**src/rtl/mem_pkg.sv**
```systemverilog
// Shared encodings for the memory-access stage.
// Op codes, FSM state encoding, lane count and op decode helpers.
package mem_pkg;

  localparam logic [3:0] OP_NONE = 4'd0;
  localparam logic [3:0] OP_LB   = 4'd1;
  localparam logic [3:0] OP_LBU  = 4'd2;
  localparam logic [3:0] OP_LH   = 4'd3;
  localparam logic [3:0] OP_LHU  = 4'd4;
  localparam logic [3:0] OP_LW   = 4'd5;
  localparam logic [3:0] OP_SB   = 4'd6;
  localparam logic [3:0] OP_SH   = 4'd7;
  localparam logic [3:0] OP_SW   = 4'd8;

  localparam logic [1:0] S_IDLE = 2'd0;
  localparam logic [1:0] S_REQ  = 2'd1;
  localparam logic [1:0] S_WAIT = 2'd2;

  localparam int unsigned MEM_LANES = 4;
  localparam int unsigned OFF_W = $clog2(MEM_LANES);

  localparam logic [1:0] SZ_B = 2'd0;
  localparam logic [1:0] SZ_H = 2'd1;
  localparam logic [1:0] SZ_W = 2'd2;

  function automatic logic is_load(input logic [3:0] op);
    return (op == OP_LB) || (op == OP_LBU) ||
           (op == OP_LH) || (op == OP_LHU) ||
           (op == OP_LW);
  endfunction

  function automatic logic is_store(input logic [3:0] op);
    return (op == OP_SB) || (op == OP_SH) ||
           (op == OP_SW);
  endfunction

  function automatic logic [1:0] op_size(input logic [3:0] op);
    logic [1:0] sz;
    sz = SZ_W;
    unique case (1'b1)
      (op == OP_LB) || (op == OP_LBU) || (op == OP_SB): sz = SZ_B;
      (op == OP_LH) || (op == OP_LHU) || (op == OP_SH): sz = SZ_H;
      default: sz = SZ_W;
    endcase
    return sz;
  endfunction

endpackage

```
**src/rtl/mem_load_align.sv**
```systemverilog
// Load lane extraction with sign/zero extension (combinational).
// Ports: op_i, off_i (byte offset), rdata_i (bus word) -> data_o.
module mem_load_align
  import mem_pkg::*;
#(
  parameter int DATA_W = 32
) (
  input  logic [3:0]        op_i,
  input  logic [OFF_W-1:0]  off_i,
  input  logic [DATA_W-1:0] rdata_i,
  output logic [DATA_W-1:0] data_o
);

  logic [7:0]  b;
  logic [15:0] h;

  // Halfword lane ignores off_i[0]: misaligned halves read aligned.
  assign b = rdata_i[{off_i, 3'b000} +: 8];
  assign h = rdata_i[{off_i[1], 4'b0000} +: 16];

  always_comb begin
    data_o = rdata_i;
    unique case (1'b1)
      op_i == OP_LB:
        data_o = {{(DATA_W-8){b[7]}}, b};
      op_i == OP_LBU:
        data_o = {{(DATA_W-8){1'b0}}, b};
      op_i == OP_LH:
        data_o = {{(DATA_W-16){h[15]}}, h};
      op_i == OP_LHU:
        data_o = {{(DATA_W-16){1'b0}}, h};
      default:
        data_o = rdata_i;
    endcase
  end

endmodule

```
**src/rtl/mem_access.sv**
```systemverilog
// Memory-access stage: one load/store at a time over a req/resp bus.
// Ports: in_* from EX, req_*/resp_* data bus, out_* to WB, exc_* address
// exceptions. Define MEM_ADDR_EXC_EN to trap misaligned accesses
// instead of silently aligning them.
module mem_access
  import mem_pkg::*;
#(
  parameter int DATA_W  = 32,
  parameter int ADDR_W  = 32,
  parameter int RADDR_W = 5
) (
  input  logic                clk,
  input  logic                rst,
  input  logic                in_valid,
  output logic                in_ready,
  input  logic [3:0]          in_op,
  input  logic [ADDR_W-1:0]   in_addr,
  input  logic [DATA_W-1:0]   in_sdata,
  input  logic [DATA_W-1:0]   in_wdata,
  input  logic [RADDR_W-1:0]  in_waddr,
  input  logic                in_wen,
  input  logic [DATA_W-1:0]   in_hi,
  input  logic [DATA_W-1:0]   in_lo,
  input  logic                in_hilo_en,
  output logic                req_valid,
  input  logic                req_ready,
  output logic                req_wr,
  output logic [ADDR_W-1:0]   req_addr,
  output logic [DATA_W/8-1:0] req_wstrb,
  output logic [DATA_W-1:0]   req_wdata,
  input  logic                resp_valid,
  input  logic [DATA_W-1:0]   resp_rdata,
  output logic                out_valid,
  output logic [DATA_W-1:0]   out_wdata,
  output logic [RADDR_W-1:0]  out_waddr,
  output logic                out_wen,
  output logic [DATA_W-1:0]   out_hi,
  output logic [DATA_W-1:0]   out_lo,
  output logic                out_hilo_en,
  output logic                exc_adel,
  output logic                exc_ades,
  output logic [ADDR_W-1:0]   exc_badvaddr
);

  localparam int NB = DATA_W / 8;

  logic [1:0]         state_q, state_d;
  logic [3:0]         op_q, op_d;
  logic [OFF_W-1:0]   off_q, off_d;
  logic [ADDR_W-1:0]  addr_q, addr_d;
  logic [NB-1:0]      strb_q, strb_d;
  logic [DATA_W-1:0]  sdat_q, sdat_d;

  logic [DATA_W-1:0]  wd_q, wd_d;
  logic [RADDR_W-1:0] wa_q, wa_d;
  logic               we_q, we_d;
  logic [DATA_W-1:0]  hi_q, hi_d;
  logic [DATA_W-1:0]  lo_q, lo_d;
  logic               he_q, he_d;

  logic               ov_q, ov_d;
  logic [DATA_W-1:0]  owd_q, owd_d;
  logic [RADDR_W-1:0] owa_q, owa_d;
  logic               owe_q, owe_d;
  logic [DATA_W-1:0]  ohi_q, ohi_d;
  logic [DATA_W-1:0]  olo_q, olo_d;
  logic               ohe_q, ohe_d;

  logic               accept;
  logic               is_ld;
  logic               is_st;
  logic               is_mem;
  logic               misal;
  logic [1:0]         sz;
  logic [NB-1:0]      strb_in;
  logic [DATA_W-1:0]  rep_in;
  logic [DATA_W-1:0]  ld_data;

  assign in_ready = (state_q == S_IDLE);
  assign accept   = in_valid & in_ready;
  assign is_ld    = is_load(in_op);
  assign is_st    = is_store(in_op);
  assign is_mem   = is_ld | is_st;
  assign sz       = op_size(in_op);

  // Lane enables; the low bits a size cannot use are simply ignored,
  // which is what aligns misaligned accesses.
  always_comb begin
    strb_in = '0;
    unique case (sz)
      SZ_B: strb_in[in_addr[1:0]] = 1'b1;
      SZ_H: begin
        strb_in[{in_addr[1], 1'b0}] = 1'b1;
        strb_in[{in_addr[1], 1'b1}] = 1'b1;
      end
      default: strb_in = '1;
    endcase
    if (!is_st) strb_in = '0;
  end

  always_comb begin
    rep_in = in_sdata;
    unique case (sz)
      SZ_B: rep_in = {NB{in_sdata[7:0]}};
      SZ_H: rep_in = {(NB/2){in_sdata[15:0]}};
      default: rep_in = in_sdata;
    endcase
  end

`ifdef MEM_ADDR_EXC_EN
  logic              adel_q;
  logic              ades_q;
  logic [ADDR_W-1:0] bad_q;

  assign misal = is_mem &&
    (((sz == SZ_H) && in_addr[0]) ||
     ((sz == SZ_W) && (in_addr[1:0] != 2'b00)));

  always_ff @(posedge clk) begin
    if (rst) begin
      adel_q <= 1'b0;
      ades_q <= 1'b0;
      bad_q  <= '0;
    end else begin
      adel_q <= accept & misal & is_ld;
      ades_q <= accept & misal & is_st;
      if (accept & misal) bad_q <= in_addr;
    end
  end

  assign exc_adel     = adel_q;
  assign exc_ades     = ades_q;
  assign exc_badvaddr = bad_q;
`else
  assign misal        = 1'b0;
  assign exc_adel     = 1'b0;
  assign exc_ades     = 1'b0;
  assign exc_badvaddr = '0;
`endif

  mem_load_align #(
    .DATA_W (DATA_W)
  ) u_align (
    .op_i    (op_q),
    .off_i   (off_q),
    .rdata_i (resp_rdata),
    .data_o  (ld_data)
  );

  always_comb begin
    state_d = state_q;
    op_d    = op_q;
    off_d   = off_q;
    addr_d  = addr_q;
    strb_d  = strb_q;
    sdat_d  = sdat_q;
    wd_d    = wd_q;
    wa_d    = wa_q;
    we_d    = we_q;
    hi_d    = hi_q;
    lo_d    = lo_q;
    he_d    = he_q;
    ov_d    = 1'b0;
    owd_d   = owd_q;
    owa_d   = owa_q;
    owe_d   = 1'b0;
    ohi_d   = ohi_q;
    olo_d   = olo_q;
    ohe_d   = 1'b0;
    unique case (state_q)
      S_IDLE: begin
        if (accept) begin
          op_d   = in_op;
          off_d  = in_addr[1:0];
          addr_d = {in_addr[ADDR_W-1:2], 2'b00};
          strb_d = strb_in;
          sdat_d = rep_in;
          wd_d   = in_wdata;
          wa_d   = in_waddr;
          we_d   = in_wen;
          hi_d   = in_hi;
          lo_d   = in_lo;
          he_d   = in_hilo_en;
          if (is_mem && !misal) begin
            state_d = S_REQ;
          end else begin
            // NONE or trapped access: answer next cycle.
            ov_d  = 1'b1;
            owd_d = in_wdata;
            owa_d = in_waddr;
            owe_d = in_wen & ~is_mem;
            ohi_d = in_hi;
            olo_d = in_lo;
            ohe_d = in_hilo_en;
          end
        end
      end
      S_REQ: begin
        if (req_ready) state_d = S_WAIT;
      end
      S_WAIT: begin
        if (resp_valid) begin
          state_d = S_IDLE;
          ov_d    = 1'b1;
          owd_d   = is_load(op_q) ? ld_data : wd_q;
          owa_d   = wa_q;
          owe_d   = we_q & is_load(op_q);
          ohi_d   = hi_q;
          olo_d   = lo_q;
          ohe_d   = he_q;
        end
      end
      default: state_d = S_IDLE;
    endcase
  end

  always_ff @(posedge clk) begin
    if (rst) begin
      state_q <= S_IDLE;
      op_q    <= OP_NONE;
      off_q   <= '0;
      addr_q  <= '0;
      strb_q  <= '0;
      sdat_q  <= '0;
      wd_q    <= '0;
      wa_q    <= '0;
      we_q    <= 1'b0;
      hi_q    <= '0;
      lo_q    <= '0;
      he_q    <= 1'b0;
      ov_q    <= 1'b0;
      owd_q   <= '0;
      owa_q   <= '0;
      owe_q   <= 1'b0;
      ohi_q   <= '0;
      olo_q   <= '0;
      ohe_q   <= 1'b0;
    end else begin
      state_q <= state_d;
      op_q    <= op_d;
      off_q   <= off_d;
      addr_q  <= addr_d;
      strb_q  <= strb_d;
      sdat_q  <= sdat_d;
      wd_q    <= wd_d;
      wa_q    <= wa_d;
      we_q    <= we_d;
      hi_q    <= hi_d;
      lo_q    <= lo_d;
      he_q    <= he_d;
      ov_q    <= ov_d;
      owd_q   <= owd_d;
      owa_q   <= owa_d;
      owe_q   <= owe_d;
      ohi_q   <= ohi_d;
      olo_q   <= olo_d;
      ohe_q   <= ohe_d;
    end
  end

  assign req_valid   = (state_q == S_REQ);
  assign req_wr      = is_store(op_q);
  assign req_addr    = addr_q;
  assign req_wstrb   = strb_q;
  assign req_wdata   = sdat_q;
  assign out_valid   = ov_q;
  assign out_wdata   = owd_q;
  assign out_waddr   = owa_q;
  assign out_wen     = owe_q;
  assign out_hi      = ohi_q;
  assign out_lo      = olo_q;
  assign out_hilo_en = ohe_q;

endmodule

```
**config.mk**
```make
export PLATFORM = sky130hd
export DESIGN_NAME = mem_access
export DESIGN_NICKNAME = d
export VERILOG_FILES = /design/src/rtl/mem_pkg.sv /design/src/rtl/mem_load_align.sv /design/src/rtl/mem_access.sv
export SDC_FILE = /design/constraint.sdc
export NUM_CORES = 1
export LEC_CHECK = 0
export CORE_MARGIN = 3
export CORE_UTILIZATION = 42
export DETAILED_ROUTE_END_ITERATION = 6
export PLACE_DENSITY = 0.84
export SLEW_MARGIN = 20
export SYNTH_ARGS = -nofsm -noshare
export SYNTH_HDL_FRONTEND = slang
export SYNTH_HIERARCHICAL = 1
export SYNTH_SLANG_ARGS = --single-unit
```
**constraint.sdc**
```tcl
create_clock -name clk -period 2.1 [get_ports clk]
set_input_delay 0.315 -clock clk [delete_from_list [all_inputs] [get_ports clk]]
set_output_delay 0.315 -clock clk [all_outputs]
set_load 0.005 [all_outputs]
```
==> results.json <==
{
  "status": "complete, no violations",
  "ys_warn_count": 6,
  "grt_pass1_vias": 12928,
  "crit_slowest_cell": "dfxtp_1",
  "ys_ff_latch": 281,
  "synthTopCellsByCount": "nand2_1, dfxtp_1, a21oi_1",
  "dieWidth_um": 182.3,
  "cts_sinks": 281,
  "placementRows": 63,
  "placed_area_um2": 17200,
  "yosys.cell_count.top_type": "nand2_1",
  "drive_gt1_frac": 0.1072,
  "mappedNetlistArea_um2": 13050,
  "grt_util_all_layers": 0.2442,
  "fill_cells": 2511,
  "fin_crit_ns": 1.986,
  "fmax_mhz": 503.5,
  "hold_class": "in -> reg",
  "cap_violations": 0,
  "finalSetupViolCount": 0,
  "worstSetupEndpointType": "flip-flop",
  "gp_congestion": 0.8635,
  "cp_cell_sequence": "buf_4 > nor4b_1 > a31o_2 > a21oi_1 > a221o_1 > nand3_1 > nand3_1 > a32o_1",
  "cts_tree": "done",
  "timing.slew.headroom": 0.4213,
  "antenna_found_initial": 5,
  "routedWlPerCell_um": 18.63,
  "num_vias": 13252,
  "design_area_um2": 18210,
  "overflow": 0,
  "cp.required_ns": 2.54,
  "clk_path_buf_depth": 3,
  "period_share": 0.9457,
  "grt_max_degree": 122,
  "grt_pass1_wl_mm": 67.69,
  "clk_pin_slew_ns": 0.06,
  "firstDrtPassIters": 5,
  "syn_area_per_cell_um2": 8.106,
  "root_buffer": "clkbuf_16",
  "multi_input_comb_area_um2": 6530,
  "power-per-cell-area_nw_per_um2": 778.9,
  "cts_made_buffers": 30,
  "start_kind": "flip-flop",
  "syn_to_final_growth_pct": 39.50,
  "syn_inst": 1610,
  "coreArea_um2": 30110,
  "viasPerCell": 5.673,
  "synth_cell_types": 53,
  "p_leak_nw": 6.654,
  "max_stage_delay_ns": 0.36,
  "whs_ns": 0.1669,
  "drc": 0,
  "arrival_ns": 2.42,
  "crit_fanout": 10,
  "ioPinCount": 417,
  "max_slew.worst_pin.slew_ns": 0.8681,
  "cp_common_cell": "nand3_1",
  "die-height_um": 182.3,
  "finalHoldViolCount": 0,
  "synth_area_leaders": "dfxtp_1, nand2_1, a311oi_2",
  "synthFlopType": "dfxtp_1",
  "drv_slew": 0,
  "initial_core_util": 0.4334,
  "crit_family": "compound AO/OA/AOI/OAI gates",
  "clk_latency_ns": 0.55,
  "yosysTopAreaCellShare": 0.4310,
  "dieArea_um2": 33230,
  "ys_seq_area_frac": 0.4310,
  "synth-edff-count": 0,
  "yosysTopAreaCell": "dfxtp_1",
  "tns_ns": 0,
  "crit_buf_inv": 1,
  "synthArstFlopShare": 0,
  "dp_hpwl_mm": 29.88,
  "routed_wl_mm": 43.51,
  "path_class": "reg -> reg",
  "fin_skew_ns": 0.01120,
  "ff_latch_area_um2": 5627,
  "io_buffers": 380,
  "rsz0062_at_grt": "false",
  "drtIter0Drc": 1130,
  "drtAntennaViolNets": 0,
  "cts_htree_levels": 1,
  "ir_drop_v": 0.0005771,
  "finalNetCount": 2131
}
## final timing paths
check                      end  slack, ns  cells past startpoint     start
setup / recovery  out_wdata[7]       0.11                      8   op_q[0]
hold / removal      out_hi[12]       0.17                      2       rst
setup reg to reg  out_wdata[7]       0.11                      8   op_q[0]
hold reg to reg       wd_q[28]       0.45                      2  wd_q[28]
## stage by stage
stage | power [W] | cells | util | worst slack [ns]
floorplan | 0.007508 | 1645 | - | 0.09556
CTS | 0.01427 | 2331 | 0.6040 | 0.07275
global placement | 0.008841 | 2281 | 0.5713 | -0.2751
finish | 0.01418 | 2336 | 0.6046 | 0.1139
detailed placement | 0.008927 | 2281 | 0.5713 | -0.3318
global route | 0.01472 | 2336 | 0.6046 | 0.007777
## area by class of cell
cell class | count | area share
clock buffer | 41 | 0.04687
clock inverter | 9 | 0.007422
sequential | 281 | 0.3091
inverter | 3 | 0.0006185
tap | 390 | 0.02680
multi-input combinational | 1165 | 0.3587
antenna | 5 | 0.0006872
timing repair buffer | 442 | 0.2499
## routing by layer
layer / GRT usage / up-vias / wire length [um]
met2: 0.4098 / 606 / 20810
met1: 0.2989 / 6275 / 17260
met5: 0 / - / 0
met4: 0.1277 / 0 / 2413
met3: 0.04445 / 159 / 3024
li1: - / 6212 / -
## cell families (layout without fill, tap and decap cells)
| kind of cell | Yosys count | count (layout) | share of synthesized area |
|---|---|---|---|
| flops | 281 | 281 | 0.4310 |
| buf+inv | 199 | 495 | 0.08091 |
| other cells | 1 | 41 | 0.0002873 |
| xor+xnor | 2 | 2 | 0.001342 |
| compound gates | 471 | 471 | 0.2630 |
| simple gates | 630 | 630 | 0.2018 |
| mux | 26 | 26 | 0.02167 |
## where the power goes
group | leakage (nW) | internal (W) | switching (W)
Clock | 0.479 | 0.00319 | 0.00215
Combinational | 3.86 | 0.00146 | 0.00143
Sequential | 2.31 | 0.00573 | 0.000221
Total | 6.65 | 0.0104 | 0.00380
## state kept, by name (all words and copies together), names as in the netlist
| register | cells |
|---|---|
| he_q | 1 |
| req_wstrb | 4 |
| out_valid | 1 |
| off_q | 2 |
| out_wen | 1 |
| out_waddr | 5 |
| out_lo | 32 |
| req_addr | 30 |
| out_wdata | 32 |
| req_wdata | 32 |
| state_q | 2 |
| out_hi | 32 |
| we_q | 1 |
| op_q | 4 |
| lo_q | 32 |
| wa_q | 5 |
| hi_q | 32 |
| out_hilo_en | 1 |
| wd_q | 32 |
## what timing repair did
action / in CTS / in global routing
gates resized for setup: 2 / 2
hold buffers: 0 / 0
pin swaps: 0 / 0
setup endpoints to repair: 2 / 25
setup buffers: 0 / 0
## cell usage in the layout (no fill, tap or decap), drive strengths merged, types with 2 or more instances in the layout
master,netlist,routed
o21ai,102,102
a32o,32,32
buf,82,62
mux2,8,8
a22oi,7,7
mux2i,17,17
xnor2,2,2
a21o,20,20
nor3b,2,2
or3b,3,3
a21oi,197,197
bufinv,0,3
a221o,8,8
a32oi,8,8
clkbuf,114,42
clkdlybuf4s50,0,377
diode,0,5
nor3,75,75
nor2b,3,3
nand2b,2,2
a211oi,3,3
or3,3,3
clkinv,1,3
clkinvlp,0,2
dfxtp,281,281
a31oi,17,17
inv,2,4
conb,1,36
a311oi,69,69
nand3,68,68
nor2,8,8
dlygate4sd2,0,2
a211o,2,2
nand2,461,461
Note: power is estimated with default switching activity, not from simulation.
